### config.mk
export PLATFORM = sky130hd
export DESIGN_NAME = vga_rect_engine_flat
export DESIGN_NICKNAME = d
export VERILOG_FILES = /design/src/rtl/vga_rect_engine_if.sv /design/src/rtl/vga_rect_engine.sv /design/src/flat_wrapper.sv
export SDC_FILE = /design/constraint.sdc
export NUM_CORES = 1
export LEC_CHECK = 0
export CORE_ASPECT_RATIO = 2
export CORE_UTILIZATION = 30
export CTS_CLUSTER_SIZE = 16
export DETAILED_ROUTE_END_ITERATION = 16
export SLEW_MARGIN = 20
export SYNTH_ARGS = -nofsm -noshare
export SYNTH_HDL_FRONTEND = slang
export SYNTH_SLANG_ARGS = --single-unit
### constraint.sdc
create_clock -name i_clk -period 13.3 [get_ports i_clk]
set_input_delay 2.66 -clock i_clk [delete_from_list [all_inputs] [get_ports i_clk]]
set_output_delay 2.66 -clock i_clk [all_outputs]
set_load 0.1 [all_outputs]
### src/rtl/vga_rect_engine_if.sv
// rtl/vga_rect_engine_if.sv - rectangle config write handshake for vga_rect_engine
interface vga_rect_engine_if #(
  parameter int IW = 1,
  parameter int HW = 10,
  parameter int VW = 10,
  parameter int CW = 9
);
  logic          cfg_valid;
  logic          cfg_ready;
  logic [IW-1:0] cfg_idx;
  logic [HW-1:0] cfg_w;
  logic [VW-1:0] cfg_h;
  logic [CW-1:0] cfg_color;

  modport master (output cfg_valid, cfg_idx, cfg_w, cfg_h, cfg_color, input cfg_ready);
  modport slave  (input cfg_valid, cfg_idx, cfg_w, cfg_h, cfg_color, output cfg_ready);
endinterface

### src/rtl/vga_rect_engine.sv
// rtl/vga_rect_engine.sv - VGA raster timing plus N_RECT centred, prioritised, flashing rectangles
module vga_rect_engine #(
  parameter int H_ACTIVE     = 640,
  parameter int H_FP         = 16,
  parameter int H_SYNC       = 96,
  parameter int H_BP         = 48,
  parameter int V_ACTIVE     = 480,
  parameter int V_FP         = 10,
  parameter int V_SYNC       = 2,
  parameter int V_BP         = 33,
  parameter int CLK_DIV      = 2,
  parameter int CDEPTH       = 3,
  parameter int N_RECT       = 2,
  parameter int FLASH_FRAMES = 30
) (
  input  logic              i_clk,
  input  logic              i_rst_n,
  vga_rect_engine_if.slave  cfg,
  input  logic              i_rev,
  input  logic              i_flash_en,
  output logic              o_h_sync,
  output logic              o_v_sync,
  output logic [CDEPTH-1:0] o_red,
  output logic [CDEPTH-1:0] o_green,
  output logic [CDEPTH-1:0] o_blue,
  output logic              o_frame_start
);
  localparam int HT = H_ACTIVE + H_FP + H_SYNC + H_BP;
  localparam int VT = V_ACTIVE + V_FP + V_SYNC + V_BP;
  localparam int HW = $clog2(HT);
  localparam int VW = $clog2(VT);
  localparam int IW = (N_RECT > 1) ? $clog2(N_RECT) : 1;
  localparam int CW = 3 * CDEPTH;
  localparam int DW = (CLK_DIV > 1) ? $clog2(CLK_DIV) : 1;
  localparam int FW = (FLASH_FRAMES > 1) ? $clog2(FLASH_FRAMES) : 1;

  logic [DW-1:0] r_div;
  logic [HW-1:0] r_hcnt;
  logic [VW-1:0] r_vcnt;
  logic [FW-1:0] r_fcnt;
  logic          r_phase;
  logic [HW-1:0] r_rw [N_RECT];
  logic [VW-1:0] r_rh [N_RECT];
  logic [CW-1:0] r_rc [N_RECT];
  logic          r_pend;
  logic [IW-1:0] r_pidx;
  logic [HW-1:0] r_pw;
  logic [VW-1:0] r_ph;
  logic [CW-1:0] r_pc;

  logic              w_pe, w_hend, w_vend, w_fstart, w_commit, w_accept;
  logic              w_active, w_hit, w_show;
  logic [N_RECT-1:0] w_in;
  logic [CW-1:0]     w_color, w_rgb;

  assign w_pe          = (r_div == DW'(CLK_DIV - 1));
  assign w_hend        = (r_hcnt == HW'(HT - 1));
  assign w_vend        = (r_vcnt == VW'(VT - 1));
  assign w_fstart      = w_pe && (r_hcnt == '0) && (r_vcnt == '0);
  assign w_commit      = w_pe && w_hend && w_vend && r_pend;
  assign w_accept      = cfg.cfg_valid && !r_pend;
  assign cfg.cfg_ready = !r_pend;

  always_ff @(posedge i_clk or negedge i_rst_n) begin
    if (!i_rst_n) begin
      r_div  <= '0;
      r_hcnt <= '0;
      r_vcnt <= '0;
    end else begin
      r_div <= w_pe ? '0 : r_div + 1'b1;
      if (w_pe) begin
        r_hcnt <= w_hend ? '0 : r_hcnt + 1'b1;
        if (w_hend) r_vcnt <= w_vend ? '0 : r_vcnt + 1'b1;
      end
    end
  end

  always_ff @(posedge i_clk or negedge i_rst_n) begin
    if (!i_rst_n) begin
      r_fcnt  <= '0;
      r_phase <= 1'b0;
    end else if (w_fstart) begin
      if (r_fcnt == FW'(FLASH_FRAMES - 1)) begin
        r_fcnt  <= '0;
        r_phase <= ~r_phase;
      end else begin
        r_fcnt <= r_fcnt + 1'b1;
      end
    end
  end

  // Writes park in one slot and land only at the last pixel of a frame,
  // so every frame is drawn from a consistent rectangle set.
  always_ff @(posedge i_clk or negedge i_rst_n) begin
    if (!i_rst_n) begin
      r_pend <= 1'b0;
      r_pidx <= '0;
      r_pw   <= '0;
      r_ph   <= '0;
      r_pc   <= '0;
      for (int i = 0; i < N_RECT; i++) begin
        r_rw[i] <= '0;
        r_rh[i] <= '0;
        r_rc[i] <= '0;
      end
    end else begin
      if (w_accept) begin
        r_pend <= 1'b1;
        r_pidx <= cfg.cfg_idx;
        r_pw   <= cfg.cfg_w;
        r_ph   <= cfg.cfg_h;
        r_pc   <= cfg.cfg_color;
      end else if (w_commit) begin
        r_pend <= 1'b0;
      end
      if (w_commit) begin
        for (int i = 0; i < N_RECT; i++) begin
          if (r_pidx == IW'(i)) begin
            r_rw[i] <= r_pw;
            r_rh[i] <= r_ph;
            r_rc[i] <= r_pc;
          end
        end
      end
    end
  end

  for (genvar g = 0; g < N_RECT; g++) begin : g_rect
    logic [HW-1:0] w_wc, w_xlo;
    logic [VW-1:0] w_hc, w_ylo;
    assign w_wc    = (r_rw[g] > HW'(H_ACTIVE)) ? HW'(H_ACTIVE) : r_rw[g];
    assign w_hc    = (r_rh[g] > VW'(V_ACTIVE)) ? VW'(V_ACTIVE) : r_rh[g];
    assign w_xlo   = (HW'(H_ACTIVE) - w_wc) >> 1;
    assign w_ylo   = (VW'(V_ACTIVE) - w_hc) >> 1;
    assign w_in[g] = (r_hcnt >= w_xlo) && (r_hcnt < w_xlo + w_wc) &&
                     (r_vcnt >= w_ylo) && (r_vcnt < w_ylo + w_hc);
  end

  // Scan from the highest index down so the lowest-index hit is the one kept.
  always_comb begin
    w_hit   = 1'b0;
    w_color = '0;
    for (int i = N_RECT - 1; i >= 0; i--) begin
      if (w_in[i]) begin
        w_hit   = 1'b1;
        w_color = r_rc[i];
      end
    end
  end

  assign w_active = (r_hcnt < HW'(H_ACTIVE)) && (r_vcnt < VW'(V_ACTIVE));
  assign w_show   = w_hit && !(i_flash_en && r_phase);

  always_comb begin
    w_rgb = '0;
    if (w_active) begin
      if (i_rev) w_rgb = w_show ? ~w_color : '1;
      else       w_rgb = w_show ? w_color : '0;
    end
  end

  always_ff @(posedge i_clk or negedge i_rst_n) begin
    if (!i_rst_n) begin
      o_h_sync      <= 1'b1;
      o_v_sync      <= 1'b1;
      o_red         <= '0;
      o_green       <= '0;
      o_blue        <= '0;
      o_frame_start <= 1'b0;
    end else begin
      o_frame_start <= w_fstart;
      if (w_pe) begin
        o_h_sync <= !((r_hcnt >= HW'(H_ACTIVE + H_FP)) && (r_hcnt < HW'(H_ACTIVE + H_FP + H_SYNC)));
        o_v_sync <= !((r_vcnt >= VW'(V_ACTIVE + V_FP)) && (r_vcnt < VW'(V_ACTIVE + V_FP + V_SYNC)));
        {o_red, o_green, o_blue} <= w_rgb;
      end
    end
  end
endmodule
### src/flat_wrapper.sv
// flat-port wrapper written by rule: the top's interface ports become plain ports
module vga_rect_engine_flat 
#(
  parameter int H_ACTIVE     = 640,
  parameter int H_FP         = 16,
  parameter int H_SYNC       = 96,
  parameter int H_BP         = 48,
  parameter int V_ACTIVE     = 480,
  parameter int V_FP         = 10,
  parameter int V_SYNC       = 2,
  parameter int V_BP         = 33,
  parameter int CLK_DIV      = 2,
  parameter int CDEPTH       = 3,
  parameter int N_RECT       = 2,
  parameter int FLASH_FRAMES = 30
)
  (i_clk, i_rst_n, i_rev, i_flash_en, o_h_sync, o_v_sync, o_red, o_green, o_blue, o_frame_start, cfg_cfg_valid, cfg_cfg_idx, cfg_cfg_w, cfg_cfg_h, cfg_cfg_color, cfg_cfg_ready);
  vga_rect_engine_if cfg_i ();
  input  logic i_clk;
  input  logic i_rst_n;
  input  logic i_rev;
  input  logic i_flash_en;
  output logic o_h_sync;
  output logic o_v_sync;
  output logic [CDEPTH-1:0] o_red;
  output logic [CDEPTH-1:0] o_green;
  output logic [CDEPTH-1:0] o_blue;
  output logic o_frame_start;
  input wire logic [$bits(cfg_i.cfg_valid)-1:0] cfg_cfg_valid;
  input wire logic [$bits(cfg_i.cfg_idx)-1:0] cfg_cfg_idx;
  input wire logic [$bits(cfg_i.cfg_w)-1:0] cfg_cfg_w;
  input wire logic [$bits(cfg_i.cfg_h)-1:0] cfg_cfg_h;
  input wire logic [$bits(cfg_i.cfg_color)-1:0] cfg_cfg_color;
  output wire logic [$bits(cfg_i.cfg_ready)-1:0] cfg_cfg_ready;
  assign cfg_i.cfg_valid = cfg_cfg_valid;
  assign cfg_i.cfg_idx = cfg_cfg_idx;
  assign cfg_i.cfg_w = cfg_cfg_w;
  assign cfg_i.cfg_h = cfg_cfg_h;
  assign cfg_i.cfg_color = cfg_cfg_color;
  assign cfg_cfg_ready = cfg_i.cfg_ready;
  vga_rect_engine #(.H_ACTIVE(H_ACTIVE), .H_FP(H_FP), .H_SYNC(H_SYNC), .H_BP(H_BP), .V_ACTIVE(V_ACTIVE), .V_FP(V_FP), .V_SYNC(V_SYNC), .V_BP(V_BP), .CLK_DIV(CLK_DIV), .CDEPTH(CDEPTH), .N_RECT(N_RECT), .FLASH_FRAMES(FLASH_FRAMES)) u_core (.i_clk(i_clk), .i_rst_n(i_rst_n), .cfg(cfg_i), .i_rev(i_rev), .i_flash_en(i_flash_en), .o_h_sync(o_h_sync), .o_v_sync(o_v_sync), .o_red(o_red), .o_green(o_green), .o_blue(o_blue), .o_frame_start(o_frame_start));
endmodule
==> impl_metrics.tcl <==
set metrics [dict create \
    crit_start "u_core.r_rh[11]" \
    cp.required_ps 13620 \
    drcViolationCount 0 \
    whs_ps 494 \
    final.setup.tns_ps 0 \
    crit_fanout 18 \
    setup_viol_count_final 0 \
    grt_use_total_pct 16.7 \
    leakagePower_nw 4.95 \
    n_fill_cell 3243 \
    period_share_pct 44.9 \
    clock_skew_ps 9.10 \
    boundaryPins 48 \
    synth-edff-count 0 \
    overflow 0 \
    status "completed" \
    hp-class "flip-flop to flip-flop" \
    dieArea_um2 33100 \
    crit_arrival_ps 6300 \
    final_max_slew_viol_count 0 \
    relSlewSlack_pct 32.5 \
    cts_made_buffers 17 \
    slowest_stage "nor4_4" \
    seq_power_share_pct 45.5 \
    cap_viol_max_count 0 \
    coreArea_um2 31700 \
    period_needed_ps 5980 \
    endpoint_kind "flip-flop" \
    vias_per_cell 5.39 \
    fp.dieH_um 256 \
    avgSynthCellArea_um2 9.25 \
    n_antenna_cell 0 \
    worstSetupPathType "flip-flop to flip-flop" \
    tightest_slew_ps 1010 \
    r2r_start "u_core.r_rh[11]" \
    grt_pass1_wl_um 42600 \
    path_cells "or3_1 > o21a_1 > a41oi_2 > nand2_1 > ha_1 > nand2_1 > nand2_1 > nand2b_1 > o21ai_0 > ha_1 > a41oi_1 > o21ai_2 > a21oi_1 > o21bai_1 > xnor2_1 > ha_1 > o21ai_0 > o22ai_1 > nor4_2 > o2111a_2 > nor4_4 > a221o_2 > nand3_2" \
    placementRows 92 \
    syn2layout_area_growth_pct 13.9 \
    ys_ff_latch 128 \
    ys.flop_type "dfrtp_1" \
    rsz0062_at_grt "false" \
    ir_drop_uv 86.3 \
    hold_violations 0 \
    fin_cells 1499 \
    cts_setup_buffers 0 \
    ant_nets 0 \
    cts_resized 0 \
    cts_sinks 128 \
    start_kind "flip-flop" \
    drtIter0Drc 436 \
    synth_seq_area_share_pct 33.0 \
    grt_pass1_vias 8272 \
    yosys_warnings 0 \
    clock_latency_ps 440 \
    hpwl_um 20000 \
    wl_per_cell_um 17.4 \
    clk_pin_slew_ps 60 \
    fin_ws_ps 7320 \
    p_switching_w 0.000231 \
    cts_hold_buf 0 \
    vias 8085 \
    start_util_pct 30.7 \
    swShare_pct 25.2 \
    grt_max_degree 67 \
    syn_inst 1050 \
    dp.cells 1467 \
    gp_congestion 0.884 \
    synthArstFlopShare_pct 100 \
    clk_path_buf_depth 2 \
    ys_types 85 \
    antenna_found_initial 0 \
    powerDensity_nw_per_um2 82.7 \
    clock-root-buffer "clkbuf_16" \
    p_int_w 0.000684 \
    first_pass_iters 7 \
    drive_gt1_share_pct 10.6 \
    port_buffers 47 \
    hp-start "u_core.r_fcnt[4]" \
    power_frac_clock_pct 49.2 \
    die_w_um 129 \
    comb_power_share_pct 5.3 \
    routed_wl_um 26100 \
    netlist_area_um2 9710 \
    htree_levels 4 \
    crit_path_max_incr_delay_ps 810 \
    final_nets 1198 \
    timing.fmax_ghz 0.167 \
    place_ws_ps 7000 \
    cts_tree "yes" \
]
==> power by group through the flow <==
stage	sequential [W]	clock [W]	combinational, W
6_report	0.000416	0.000450	0.0000480
5_1_grt	0.000418	0.000476	0.0000522
4_1_cts	0.000417	0.000461	0.0000492
3_5_place_dp	0.000424	0	0.0000491
3_3_place_gp	0.000424	0	0.0000484
2_1_floorplan	0.000426	0	0.0000147
==> worst paths after layout <==
kind / to / slack, ps / cells after the start
max in group asynchronous: u_core.r_rh[3] / 9820 / 2
min in group asynchronous: u_core.r_pw[1] / 2190 / 1
worst min register to register: u_core.r_fcnt[4] / 490 / 1
worst max register to register: u_core.o_blue[1] / 7320 / 23
worst min-delay path: u_core.r_fcnt[4] / 490 / 1
worst max-delay path: u_core.o_blue[1] / 7320 / 23
==> routing by layer <==
metal,routed length [µm],global-route usage (%)
met5,0,0
met4,1540,12.1
met3,626,2.50
met2,14600,31.7
met1,9280,15.7
==> state kept, by name (all words and copies together), names as in the netlist <==
| name | count |
|---|---|
| u_core.r_rh | 20 |
| u_core.o_frame_start | 1 |
| u_core.o_red | 3 |
| u_core.r_ph | 10 |
| u_core.r_hcnt | 10 |
| u_core.r_pidx | 1 |
| u_core.r_div | 1 |
| u_core.o_green | 3 |
| u_core.r_rc | 18 |
| u_core.r_phase | 1 |
| u_core.r_pw | 10 |
| u_core.r_rw | 20 |
| u_core.r_fcnt | 5 |
| u_core.r_pc | 9 |
| u_core.r_vcnt | 10 |
| u_core.o_blue | 3 |
| u_core.r_pend | 1 |
| u_core.o_v_sync | 1 |
| u_core.o_h_sync | 1 |
==> synth_stat cells (7+ instances only) <==
library cell | number | area [µm²]
clkbuf_1 | 38 | 143
o21a_1 | 12 | 90.1
or3_1 | 12 | 75.1
nand2b_1 | 12 | 75.1
a221o_1 | 8 | 80.1
nand3_1 | 42 | 210
o21ai_0 | 53 | 265
a21o_1 | 13 | 97.6
xnor2_1 | 28 | 245
a21oi_1 | 44 | 220
xor2_1 | 12 | 105
dfrtp_1 | 126 | 3150
nor2_1 | 74 | 278
buf_2 | 11 | 55.1
nor3_1 | 23 | 115
or2_2 | 11 | 68.8
o21ai_1 | 7 | 35.0
o211ai_1 | 8 | 60.1
mux2_2 | 43 | 484
a211oi_1 | 15 | 113
nand2_1 | 97 | 364
mux2_1 | 43 | 484
inv_1 | 39 | 146
a32oi_1 | 10 | 87.6
ha_1 | 100 | 1250
nor4_1 | 10 | 62.6
nor2b_1 | 12 | 75.1
nand4_1 | 17 | 106
==> cell families after synthesis <==
group                    after synthesis  synth area share (%)
flip-flops                           128                  33.0
buffers and inverters                 97                  4.24
multiplexers                          88                  10.2
adder cells (fa/ha/maj)              100                  12.9
XOR/XNOR                              40                  3.61
AO/OA/AOI/OAI                        243                  17.6
AND/OR/NAND/NOR                      352                  18.4
other                                  2                0.0773
==> critical path, delay by kind of cell, from the launching register on <==
kind	cells	cell delay (ps)
AO/OA/AOI/OAI	11	2320
AND/OR/NAND/NOR	8	1900
adder cells (fa/ha/maj)	3	1030
flip-flops	1	440
XOR/XNOR	1	140
==> final cells by class <==
class                      instances  area (µm²)  area share, %
sequential                       128        3210           29.0
clock buffer                      18         429           3.88
clock inverter                    14         136           1.23
multi-input combinational        827        6120           55.3
tap                              423         529           4.78
inverter                          39         146           1.32
timing repair buffer              50         494           4.47
==> stage by stage <==
stage,area [µm²],total power [W],util [%]
after global routing,11100,0.000946,34.9
after detailed placement,10500,0.000473,33.1
after global placement,10500,0.000472,33.1
after CTS,11100,0.000927,34.9
after floorplan,9720,0.000441,-
final,11100,0.000915,34.9
==> layout by cell type (no fill, tap or decap), types with 5 or more instances in the layout <==
cell type / netlist / routed
a211oi_1: 15 / 15
a21o_1: 13 / 13
a21oi_1: 44 / 44
a221o_1: 8 / 8
a22oi_1: 5 / 5
a32oi_1: 10 / 10
and2_1: 6 / 6
and4_1: 5 / 5
clkbuf_16: 0 / 17
clkdlybuf4s50_1: 0 / 46
clkinv_4: 0 / 6
dfrtp_1: 126 / 126
ha_1: 100 / 100
inv_1: 39 / 39
mux2_1: 43 / 43
mux2_2: 43 / 43
nand2_1: 97 / 97
nand2b_1: 12 / 12
nand3_1: 42 / 42
nand4_1: 17 / 17
nor2_1: 74 / 73
nor2b_1: 12 / 11
nor3_1: 23 / 23
nor4_1: 10 / 10
o211ai_1: 8 / 8
o21a_1: 12 / 12
o21ai_0: 53 / 53
o21ai_1: 7 / 7
o221ai_1: 6 / 6
o22ai_1: 6 / 6
o31a_1: 6 / 6
o31ai_1: 6 / 6
or2_2: 11 / 11
or3_1: 12 / 12
xnor2_1: 28 / 28
xor2_1: 12 / 12
(Power assumes the default switching activity.)
